==> config.mk <==
export PLATFORM = sky130hd
export DESIGN_NAME = serial_subtractor_4bit_flat
export DESIGN_NICKNAME = d
export VERILOG_FILES = /design/src/rtl/serial_subtractor_4bit_if.sv /design/src/rtl/serial_subtractor_4bit.sv /design/src/flat_wrapper.sv
export SDC_FILE = /design/constraint.sdc
export NUM_CORES = 1
export LEC_CHECK = 0
export CORE_ASPECT_RATIO = 0.75
export CORE_UTILIZATION = 45
export CTS_CLUSTER_SIZE = 10
export DETAILED_ROUTE_END_ITERATION = 6
export GPL_TIMING_DRIVEN = 1
export PLACE_DENSITY_LB_ADDON = 0.08
export SYNTH_ARGS = -nofsm -noshare
export SYNTH_HDL_FRONTEND = slang
export SYNTH_SLANG_ARGS = --single-unit
==> constraint.sdc <==
create_clock -name clk -period 1.4 [get_ports clk]
set_clock_uncertainty 0.15 [all_clocks]
set_input_delay 0.21 -clock clk [delete_from_list [all_inputs] [get_ports clk]]
set_output_delay 0.21 -clock clk [all_outputs]
set_load 0.005 [all_outputs]
==> src/rtl/serial_subtractor_4bit_if.sv <==
// serial_subtractor_4bit_if: start/busy/done operand and result bundle for the serial subtractor.
// Ports: start_i request, a_i minuend, b_i subtrahend, bin_i borrow-in (master drives);
//        diff_o result, bout_o borrow-out, busy_o in-flight flag, done_o completion pulse (slave drives).
interface serial_subtractor_4bit_if #(
    parameter int WIDTH = 4
);
    logic             start_i;
    logic [WIDTH-1:0] a_i;
    logic [WIDTH-1:0] b_i;
    logic             bin_i;
    logic [WIDTH-1:0] diff_o;
    logic             bout_o;
    logic             busy_o;
    logic             done_o;

    modport master (
        output start_i, a_i, b_i, bin_i,
        input  diff_o, bout_o, busy_o, done_o
    );

    modport slave (
        input  start_i, a_i, b_i, bin_i,
        output diff_o, bout_o, busy_o, done_o
    );
endinterface

==> src/rtl/serial_subtractor_4bit.sv <==
// serial_subtractor_4bit: bit-serial a - b - bin, LSB first, one full-subtractor cell plus a borrow flop.
// Ports: clk rising-edge clock; rst_n asynchronous active-low reset;
//        bus (slave) start_i/a_i/b_i/bin_i in, diff_o/bout_o/busy_o/done_o out, all outputs registered.
module serial_subtractor_4bit #(
    parameter int WIDTH = 4
) (
    input  logic                      clk,
    input  logic                      rst_n,
    serial_subtractor_4bit_if.slave   bus
);
    localparam int CW = (WIDTH > 2) ? $clog2(WIDTH) : 1;
    localparam logic [CW-1:0] LAST = CW'(WIDTH - 1);

    typedef enum logic [1:0] {IDLE, RUN, DONE} state_t;

    state_t           state_q;
    logic [WIDTH-1:0] a_sh_q;
    logic [WIDTH-1:0] b_sh_q;
    logic [WIDTH-1:0] res_q;
    logic             br_q;
    logic [CW-1:0]    cnt_q;
    logic [WIDTH-1:0] diff_q;
    logic             bout_q;
    logic             busy_q;
    logic             done_q;

    logic             bit_d;
    logic             br_d;
    logic [WIDTH-1:0] res_d;

    always_comb begin
        bit_d = a_sh_q[0] ^ b_sh_q[0] ^ br_q;
        br_d  = (~a_sh_q[0] & b_sh_q[0]) | (~(a_sh_q[0] ^ b_sh_q[0]) & br_q);
        res_d = {bit_d, res_q[WIDTH-1:1]};
    end

    always_ff @(posedge clk or negedge rst_n) begin
        if (!rst_n) begin
            state_q <= IDLE;
            a_sh_q  <= '0;
            b_sh_q  <= '0;
            res_q   <= '0;
            br_q    <= 1'b0;
            cnt_q   <= '0;
            diff_q  <= '0;
            bout_q  <= 1'b0;
            busy_q  <= 1'b0;
            done_q  <= 1'b0;
        end else begin
            case (state_q)
                IDLE: begin
                    if (bus.start_i) begin
                        a_sh_q  <= bus.a_i;
                        b_sh_q  <= bus.b_i;
                        br_q    <= bus.bin_i;
                        res_q   <= '0;
                        cnt_q   <= '0;
                        busy_q  <= 1'b1;
                        state_q <= RUN;
                    end
                end
                RUN: begin
                    a_sh_q <= a_sh_q >> 1;
                    b_sh_q <= b_sh_q >> 1;
                    res_q  <= res_d;
                    br_q   <= br_d;
                    cnt_q  <= cnt_q + CW'(1);
                    // Final bit goes straight into diff so the result is visible with done.
                    if (cnt_q == LAST) begin
                        diff_q  <= res_d;
                        bout_q  <= br_d;
                        done_q  <= 1'b1;
                        state_q <= DONE;
                    end
                end
                DONE: begin
                    done_q  <= 1'b0;
                    busy_q  <= 1'b0;
                    state_q <= IDLE;
                end
                default: state_q <= IDLE;
            endcase
        end
    end

    assign bus.diff_o = diff_q;
    assign bus.bout_o = bout_q;
    assign bus.busy_o = busy_q;
    assign bus.done_o = done_q;
endmodule
==> src/flat_wrapper.sv <==
// flat-port wrapper written by rule: the top's interface ports become plain ports
module serial_subtractor_4bit_flat 
#(
    parameter int WIDTH = 4
)
  (clk, rst_n, bus_start_i, bus_a_i, bus_b_i, bus_bin_i, bus_diff_o, bus_bout_o, bus_busy_o, bus_done_o);
  serial_subtractor_4bit_if #(.WIDTH(WIDTH)) bus_i ();
  input  logic clk;
  input  logic rst_n;
  input wire logic [$bits(bus_i.start_i)-1:0] bus_start_i;
  input wire logic [$bits(bus_i.a_i)-1:0] bus_a_i;
  input wire logic [$bits(bus_i.b_i)-1:0] bus_b_i;
  input wire logic [$bits(bus_i.bin_i)-1:0] bus_bin_i;
  output wire logic [$bits(bus_i.diff_o)-1:0] bus_diff_o;
  output wire logic [$bits(bus_i.bout_o)-1:0] bus_bout_o;
  output wire logic [$bits(bus_i.busy_o)-1:0] bus_busy_o;
  output wire logic [$bits(bus_i.done_o)-1:0] bus_done_o;
  assign bus_i.start_i = bus_start_i;
  assign bus_i.a_i = bus_a_i;
  assign bus_i.b_i = bus_b_i;
  assign bus_i.bin_i = bus_bin_i;
  assign bus_diff_o = bus_i.diff_o;
  assign bus_bout_o = bus_i.bout_o;
  assign bus_busy_o = bus_i.busy_o;
  assign bus_done_o = bus_i.done_o;
  serial_subtractor_4bit #(.WIDTH(WIDTH)) u_core (.clk(clk), .rst_n(rst_n), .bus(bus_i));
endmodule
==> results.md, run 1 <==
Critical path:
- STA classifies the critical path startpoint as a flop.
- In this run the critical register-to-register path is launched from u_core.b_sh_q[0].
- The classification of the worst setup path is reg -> reg.
- Data on the critical path is required at its endpoint by 1.48 ns.
- The worst setup path is captured at a flop.
- The worst endpoint data arrival time is 1.55 ns.
- In this run the worst path has a maximum fanout of 2.
- The critical path launch point is u_core.b_sh_q[0].

Synth:
- The number of enable-type register cells in the synthesized netlist is 0.
- After synthesis the cells add up to 1033 sq um.
- The number of distinct library cells after synthesis is 25.
- The total number of yosys warnings is 0.
- In the synthesized netlist the async set-or-reset flop fraction comes to 100.0%.
- A synthesized cell averages 11.88 sq um.
- Synthesis inferred 23 register bits.
- Synthesis produced a netlist with a net count of 101.
- The instance count of the mapped netlist is 87.
- The most common flop cell mapped by yosys is dfrtp_1.
- Sequential cells were found to cover 55.69% of the synthesized design area.

Detailed routing:
- The iteration-0 DRC count of the detailed router is 35.
- The per-cell via count in the routed design is 5.345.
- The antenna violation net count after detailed routing is 0.
- After detailed routing, the average wire length per cell comes to 14.71 um.
- The detailed router placed 791 vias in this run.
- In the routed design, unresolved DRC markers number 2.
- The first-pass detailed-route iteration total is 6.
- The total wire length after detailed routing is 2.177 mm.

GRT:
- The number of antenna violations at the first check in global routing came to 0.
- The maximum number of pins on one net before global-route repair is 24.
- The wire length of the first global-routing pass is 3.767 mm.
- After global routing the overflow that remains totals 0.
- The overall global routing resource usage is 20.45%.
- The number of global-route vias before repair is 812.

Floorplan:
- The I/O pin count is 19.
- The initial utilization of the core area, before any placement, comes to 49.58%.
- From bottom edge to top edge, the die measures 43.51 um.
- The number of standard-cell rows in the floorplan is 14.
- The overall die area is 2494 sq um.
- The area of the core region is 2085 sq um.
- The floorplan die width is 57.34 um.

Place:
- The placement-stage worst setup slack is -0.1335 ns.
- Detailed placement ended at an HPWL of 1.541 mm.
- The last weighted congestion value of the routability-driven placer is 0.7318.
- In this run the tool buffered the top-level ports with 18 buffer cells.
- After detailed placement, the total cell area comes to 1303 sq um.

Timing:
- The clock period minus final worst setup slack is 1.474 ns.
- The final hold violation count is 0.
- For this run, the top clock speed supported by timing is 678.6 MHz.
- The post-route clock period utilization is 105.3%.
- Across all setup checks in the final design, the least slack found is -0.07359 ns.
- Setup repair after global routing could not meet its margin everywhere.
- The final number of max-transition violations is 0.
- Setup violations remaining at the end of the flow were counted as 2.
- The transition time at the pin with the least slew margin is 0.3067 ns.
- Hold is met by 0.06820 ns.
- The tightest slew margin relative to the limit is 79.55%.

Final layout:
- The signed area change from the synthesized netlist to the final layout is 34.50%.
- The sequential cell area is 578.1 sq um.
- The most frequent standard cell in the layout excluding fill and tap cells is dfrtp_1.
- The repair_antennas step left the layout with diodes totalling 0.
- The area taken by multi-input logic gates is 416.7 sq um.
- Once layout is done, the placed cells without fillers occupy 1390 sq um.
- The final-stage net count is 139.
- In the layout the commonest cells are dfrtp_1, buf_4, o22ai_1.
- The fraction of layout instances using a drive strength above 1 is 31.45%.
- The filler cells instantiated in the layout total 175.

Power and ir drop:
- The total power divided by cell area is 2087 nW/um^2.
- In this run, flip-flops and latches consume 41.0% of the power.
- The leakage dissipation is 0.6571 nW.
- The total power after layout is 2.902 mW.
- In this run switching power makes up 35.70% of total power.
- The combinational fraction of design power is 48.0%.
- The internal portion of the total power is 1.866 mW.
- The share of total power in the clock network is 10.9%.
- Across the VDD grid, the largest voltage drop is 0.001071 V.
- Summed over all nets, the switching power comes to 1.036 mW.

Clock network:
- The cts-stage hold buffer count is 0.
- The total number of H-tree levels is 1.
- The clock passes through at most 2 buffers.
- The insertion delay to the later sink of the worst-skew pair is 0.32 ns.
- After clock tree synthesis, the clock-pin slew on the worst setup and hold paths is 0.14 ns.
- TritonCTS built the clock tree.
- The clock drives 23 sinks.
- The number of buffers inserted during clock tree synthesis is 3.
- In this run the clock root is driven by a clkbuf_4.

Outcome:
- The run finished, with violations left.
- The final reports fail on DRC, setup timing.

Min path:
- The type of the tightest min-delay check is in -> async.

Job:
- The max-cap violation count is 0.
-- path summary, 6_finish.rpt --
kind	endpoint	slack [ns]	depth (start not counted)
setup / recovery	u_core.bus.diff_o[3]	-0.07	3
hold / removal	u_core.a_sh_q[1]	0.07	2
setup reg to reg	u_core.bus.diff_o[3]	-0.07	3
hold reg to reg	u_core.bus.diff_o[0]	0.35	1
max in group asynchronous	u_core.state_q[0]	0.76	2
min in group clk	u_core.b_sh_q[3]	0.31	3
-- layer usage --
metal | up-vias | global-route usage [%] | part of all wire (%)
li1 | 396 | - | -
met1 | 377 | 28.52 | 50
met2 | 16 | 30.82 | 45
met3 | 2 | 6.866 | 4.6
met4 | 0 | 5.854 | 0.60
met5 | - | 0 | 0
-- timing repair --
item,4_1_cts,5_1_grt
hold endpoints to repair,0,0
buffers inserted,4,3
pin swaps,1,0
endpoints found under the setup margin,9,12
resized for setup,8,6
gates cloned,0,0
-- area by class of cell --
class / count / share of cell area, %
clock buffers: 3 / 1.620
clock inverters: 1 / 0.3600
inverters: 5 / 1.620
multi-input cells: 55 / 29.97
flip-flops and latches: 23 / 41.58
well taps: 24 / 2.160
repair buffers: 37 / 22.68
-- synthesized netlist by cell type, types with 2 or more instances --
library cell | count | share of area, %
a21oi_1 | 10 | 4.8
a22o_1 | 4 | 3.4
buf_4 | 2 | 1.5
dfrtp_1 | 23 | 56
inv_1 | 4 | 1.5
mux2_4 | 4 | 5.8
nand2_1 | 4 | 1.5
nor2_1 | 2 | 0.73
nor2b_1 | 2 | 1.2
o21ai_0 | 6 | 2.9
o22ai_1 | 12 | 7.3
-- logic make-up after synthesis --
family,synth area share (%)
compound gates,22.03
simple gates,8.475
mux,5.811
fa+ha+maj,3.148
flops,55.69
buf+inv,4.841
-- sequential cells by signal (all words and copies together) (netlist names), 2 cells and up --
name,flops
u_core.b_sh_q,4
u_core.bus.diff_o,4
u_core.a_sh_q,4
u_core.state_q,2
u_core.cnt_q,2
u_core.res_q,3
-- through the flow --
| step | instances | utilization, % | TNS, ns |
|---|---|---|---|
| finish | 148 | 66.69 | -0.09279 |
| global route | 148 | 66.69 | -0.1715 |
| CTS | 145 | 64.83 | -0.08329 |
| detailed placement | 137 | 62.49 | -0.7906 |
| global placement | 137 | 62.49 | -0.4652 |
| floorplan | 87 | - | 0 |
-- critical path: stages, from the launching register on --
cell	delay (ns)
dfrtp_1	0.39
inv_2	0.05
fa_1	0.52
mux2_4	0.28
-- power groups by stage --
stage          Clock, mW  Sequential [mW]  Combinational, mW
2_1_floorplan          0             1.14              0.846
3_3_place_gp           0             1.19               1.27
3_5_place_dp           0             1.20               1.30
4_1_cts            0.328             1.18               1.32
5_1_grt            0.357             1.23               1.55
6_report           0.317             1.19               1.39
Note: power is estimated with default switching activity, not from simulation.
==> run 2, diff against run 1 <==
--- a/config.mk
+++ b/config.mk
@@ -6,7 +6,8 @@
 export NUM_CORES = 1
 export LEC_CHECK = 0
 export CORE_ASPECT_RATIO = 0.75
-export CORE_UTILIZATION = 45
+export CORE_UTILIZATION = 48
+export CTS_BUF_LIST = sky130_fd_sc_hd__clkbuf_8
 export CTS_CLUSTER_SIZE = 10
 export DETAILED_ROUTE_END_ITERATION = 6
 export GPL_TIMING_DRIVEN = 1
==> results.md, run 2 (synthesized netlist as in run 1, its figures left out) <==
Power and ir drop:
- The leakage dissipation is 0.6756 nW (was 0.6571 nW).
- The total power divided by cell area is 2134 nW/um^2 (was 2087 nW/um^2).
- The peak supply drop is 0.001811 V (was 0.001071 V).

Floorplan:
- The initial core utilization is 51.30% (was 49.58%).
- The overall die area is 2345 sq um (was 2494 sq um).
- The number of standard-cell rows in the floorplan is 14 (unchanged).
- The I/O pin count was 19 (unchanged).
- The die height came to 42.19 um (was 43.51 um).
- The area of the core region was 2014 sq um (was 2085 sq um).
- The floorplan die width is 55.58 um (was 57.34 um).

Min path:
- The type of the tightest min-delay check is in -> async (unchanged).

Critical path:
- The required time of the critical path is 1.41 ns (was 1.48 ns).
- The startpoint kind of the worst setup timing path is a flop (unchanged).
- The largest driver fanout on the critical path was 2 (unchanged).
- The classification of the worst setup path is reg -> reg (unchanged).
- The endpoint class of the critical path was a flop (unchanged).
- The worst endpoint data arrival time is 1.49 ns (was 1.55 ns).
- The critical path launch point is u_core.b_sh_q[0] (unchanged).
- The startpoint of the most critical register-to-register path is u_core.b_sh_q[0] (unchanged).
- The worst-case register-to-register setup slack came to -0.08 ns (was -0.07 ns).
- The endpoint of the lowest-slack register-to-register path is u_core.bus.diff_o[3] (unchanged).
- The number of cell instances on the worst register-to-register path is 3 (unchanged).

Timing:
- The post-route clock period utilization came to 105.5% (was 105.3%).
- The worst setup slack after layout came to -0.07714 ns (was -0.07359 ns).
- The transition time at the pin with the least slew margin is 0.2922 ns (was 0.3067 ns).
- The clock period minus final worst setup slack is 1.477 ns (was 1.474 ns).
- The achievable frequency is 677.0 MHz (was 678.6 MHz).
- The final hold violation count is 0 (unchanged).
- The final number of max-transition violations was 0 (unchanged).
- The total negative setup slack is -0.08952 ns (was -0.09279 ns).
- The tightest slew margin relative to the limit is 80.50% (was 79.55%).
- The number of setup violations in the final report came to 2 (unchanged).
- Unrepaired setup endpoints after global routing: true (unchanged).

Detailed routing:
- The final routed DRC violation total is 0 (was 2).
- The antenna violation net count after detailed routing is 0 (unchanged).
- The per-cell via count in the routed design is 5.480 (was 5.345).
- The total wire length after detailed routing is 2.249 mm (was 2.177 mm).
- The iteration-0 DRC count of the detailed router is 17 (was 35).
- The first-pass detailed-route iteration total came to 4 (was 6).
- The final routed wire length divided by cell count is 14.99 um (was 14.71 um).
- The overall via count from detail_route is 822 (was 791).

Clock network:
- The clock transition at the registers of the reported paths is 0.08 ns (was 0.14 ns).
- The cts-stage hold buffer count is 0 (unchanged).
- The buffer cell driving the clock tree root is clkbuf_8 (was clkbuf_4).
- The number of buffers between clock root and the deepest sink is 2 (unchanged).
- The TritonCTS clock tree is done (unchanged).
- The number of clock sinks is 23 (unchanged).
- The insertion delay to the later sink of the worst-skew pair came to 0.27 ns (was 0.32 ns).
- The number of buffers inserted during clock tree synthesis came to 3 (unchanged).
- The total number of H-tree levels was 1 (unchanged).

GRT:
- The number of antenna violations at the first check in global routing is 0 (unchanged).
- The maximum number of pins on one net before global-route repair is 24 (unchanged).
- The overall global routing resource usage is 21.88% (was 20.45%).
- The overflow left after global routing is 0 (unchanged).
- The number of global-route vias before repair is 798 (was 812).
- The wire length of the first global-routing pass is 3.760 mm (was 3.767 mm).

Place:
- The final HPWL from detailed placement is 1.518 mm (was 1.541 mm).
- The count of port buffers added during placement came to 18 (unchanged).
- The placed standard-cell area is 1310 sq um (was 1303 sq um).
- The last weighted congestion value of the routability-driven placer came to 0.8171 (was 0.7318).

Outcome:
- Violations in the final reports: setup timing (was DRC, setup timing).
- Outcome: complete, but fails checks (unchanged).

Final layout:
- The number of antenna diodes was 0 (unchanged).
- The cell area after layout came to 1418 sq um (was 1390 sq um).
- The fraction of the core area covered by cells at the end of the flow is 70.37% (was 66.69%).
- The number of filler cells placed in the layout was 168 (was 175).
- The final-stage net count was 141 (was 139).
- The signed area change from the synthesized netlist to the final layout is 37.17% (was 34.50%).
- The most frequent standard cell in the layout excluding fill and tap cells is dfrtp_1 (unchanged).
- The fraction of layout instances using a drive strength above 1 is 30.95% (was 31.45%).
- Commonest cells after routing, fill and taps aside: dfrtp_1, buf_4, o22ai_1 (unchanged).

Job:
- The max-cap violation count is 0 (unchanged).
run 2: worst max path at each step:
stage / end / slack, ns / cells after the start
after floorplan: u_core.bus.diff_o[3] / 0.003 / 3
after global placement: u_core.b_sh_q[3] / -0.10 / 5
after detailed placement: u_core.br_q / -0.14 / 5
after CTS: u_core.bus.diff_o[3] / -0.06 / 3
after global routing: u_core.bus.diff_o[3] / -0.12 / 3
final: u_core.bus.diff_o[3] / -0.08 / 3
run 2: area by class of cell:
class | instances | area, sq um | area share [%]
Multi-Input combinational cell | 55 | 416.7 | 29.39
Clock buffer | 3 | 41.29 | 2.913
Inverter | 5 | 18.77 | 1.324
Clock inverter | 1 | 5.005 | 0.3530
Sequential cell | 23 | 576.8 | 40.69
Tap cell | 24 | 30.03 | 2.118
Timing Repair Buffer | 39 | 329.1 | 23.21
run 2: power breakdown:
group	internal [mW]	switching [mW]	leakage (nW)
clock	0.199	0.209	0.0255
combinational	0.809	0.599	0.373
sequential	0.966	0.244	0.277
total	1.97	1.05	0.676
run 2: metal layers:
layer / up-vias / wire (um) / track usage, %
li1: 398 / - / -
met1: 395 / 1111 / 30.66
met2: 23 / 999 / 31.33
met3: 6 / 98 / 6.790
met4: 0 / 39 / 10.00
met5: - / 0 / 0
run 2: metrics by stage:
stage               setup slack, ns  power, mW  cells  hold WS, ns
floorplan                  0.002988      1.982     87      -0.2356
global placement            -0.1002      2.454    138       0.3143
detailed placement          -0.1389      2.507    138       0.3327
CTS                        -0.06224      2.972    148       0.1347
global route                -0.1173      3.236    150       0.1724
finish                     -0.07714      3.026    150       0.1306
run 2: what timing repair did:
item / 4_1_cts / 5_1_grt
gates resized for setup: 7 / 4
pin swaps: 1 / 2
setup endpoints to repair: 9 / 7
setup buffers: 6 / 2
run 2: worst max-delay path: stages, from the launching register on:
cell and delay [ns]:
dfrtp_1 0.38, inv_2 0.05, fa_1 0.51, mux2_4 0.28
==> run 3, diff against run 2 <==
--- a/config.mk
+++ b/config.mk
@@ -8,7 +8,6 @@
 export CORE_ASPECT_RATIO = 0.75
 export CORE_UTILIZATION = 48
 export CTS_BUF_LIST = sky130_fd_sc_hd__clkbuf_8
-export CTS_CLUSTER_SIZE = 10
 export DETAILED_ROUTE_END_ITERATION = 6
 export GPL_TIMING_DRIVEN = 1
 export PLACE_DENSITY_LB_ADDON = 0.08
==> results of run 3 <==
The final DEF is identical to that of run 2; final timing and power are the same.
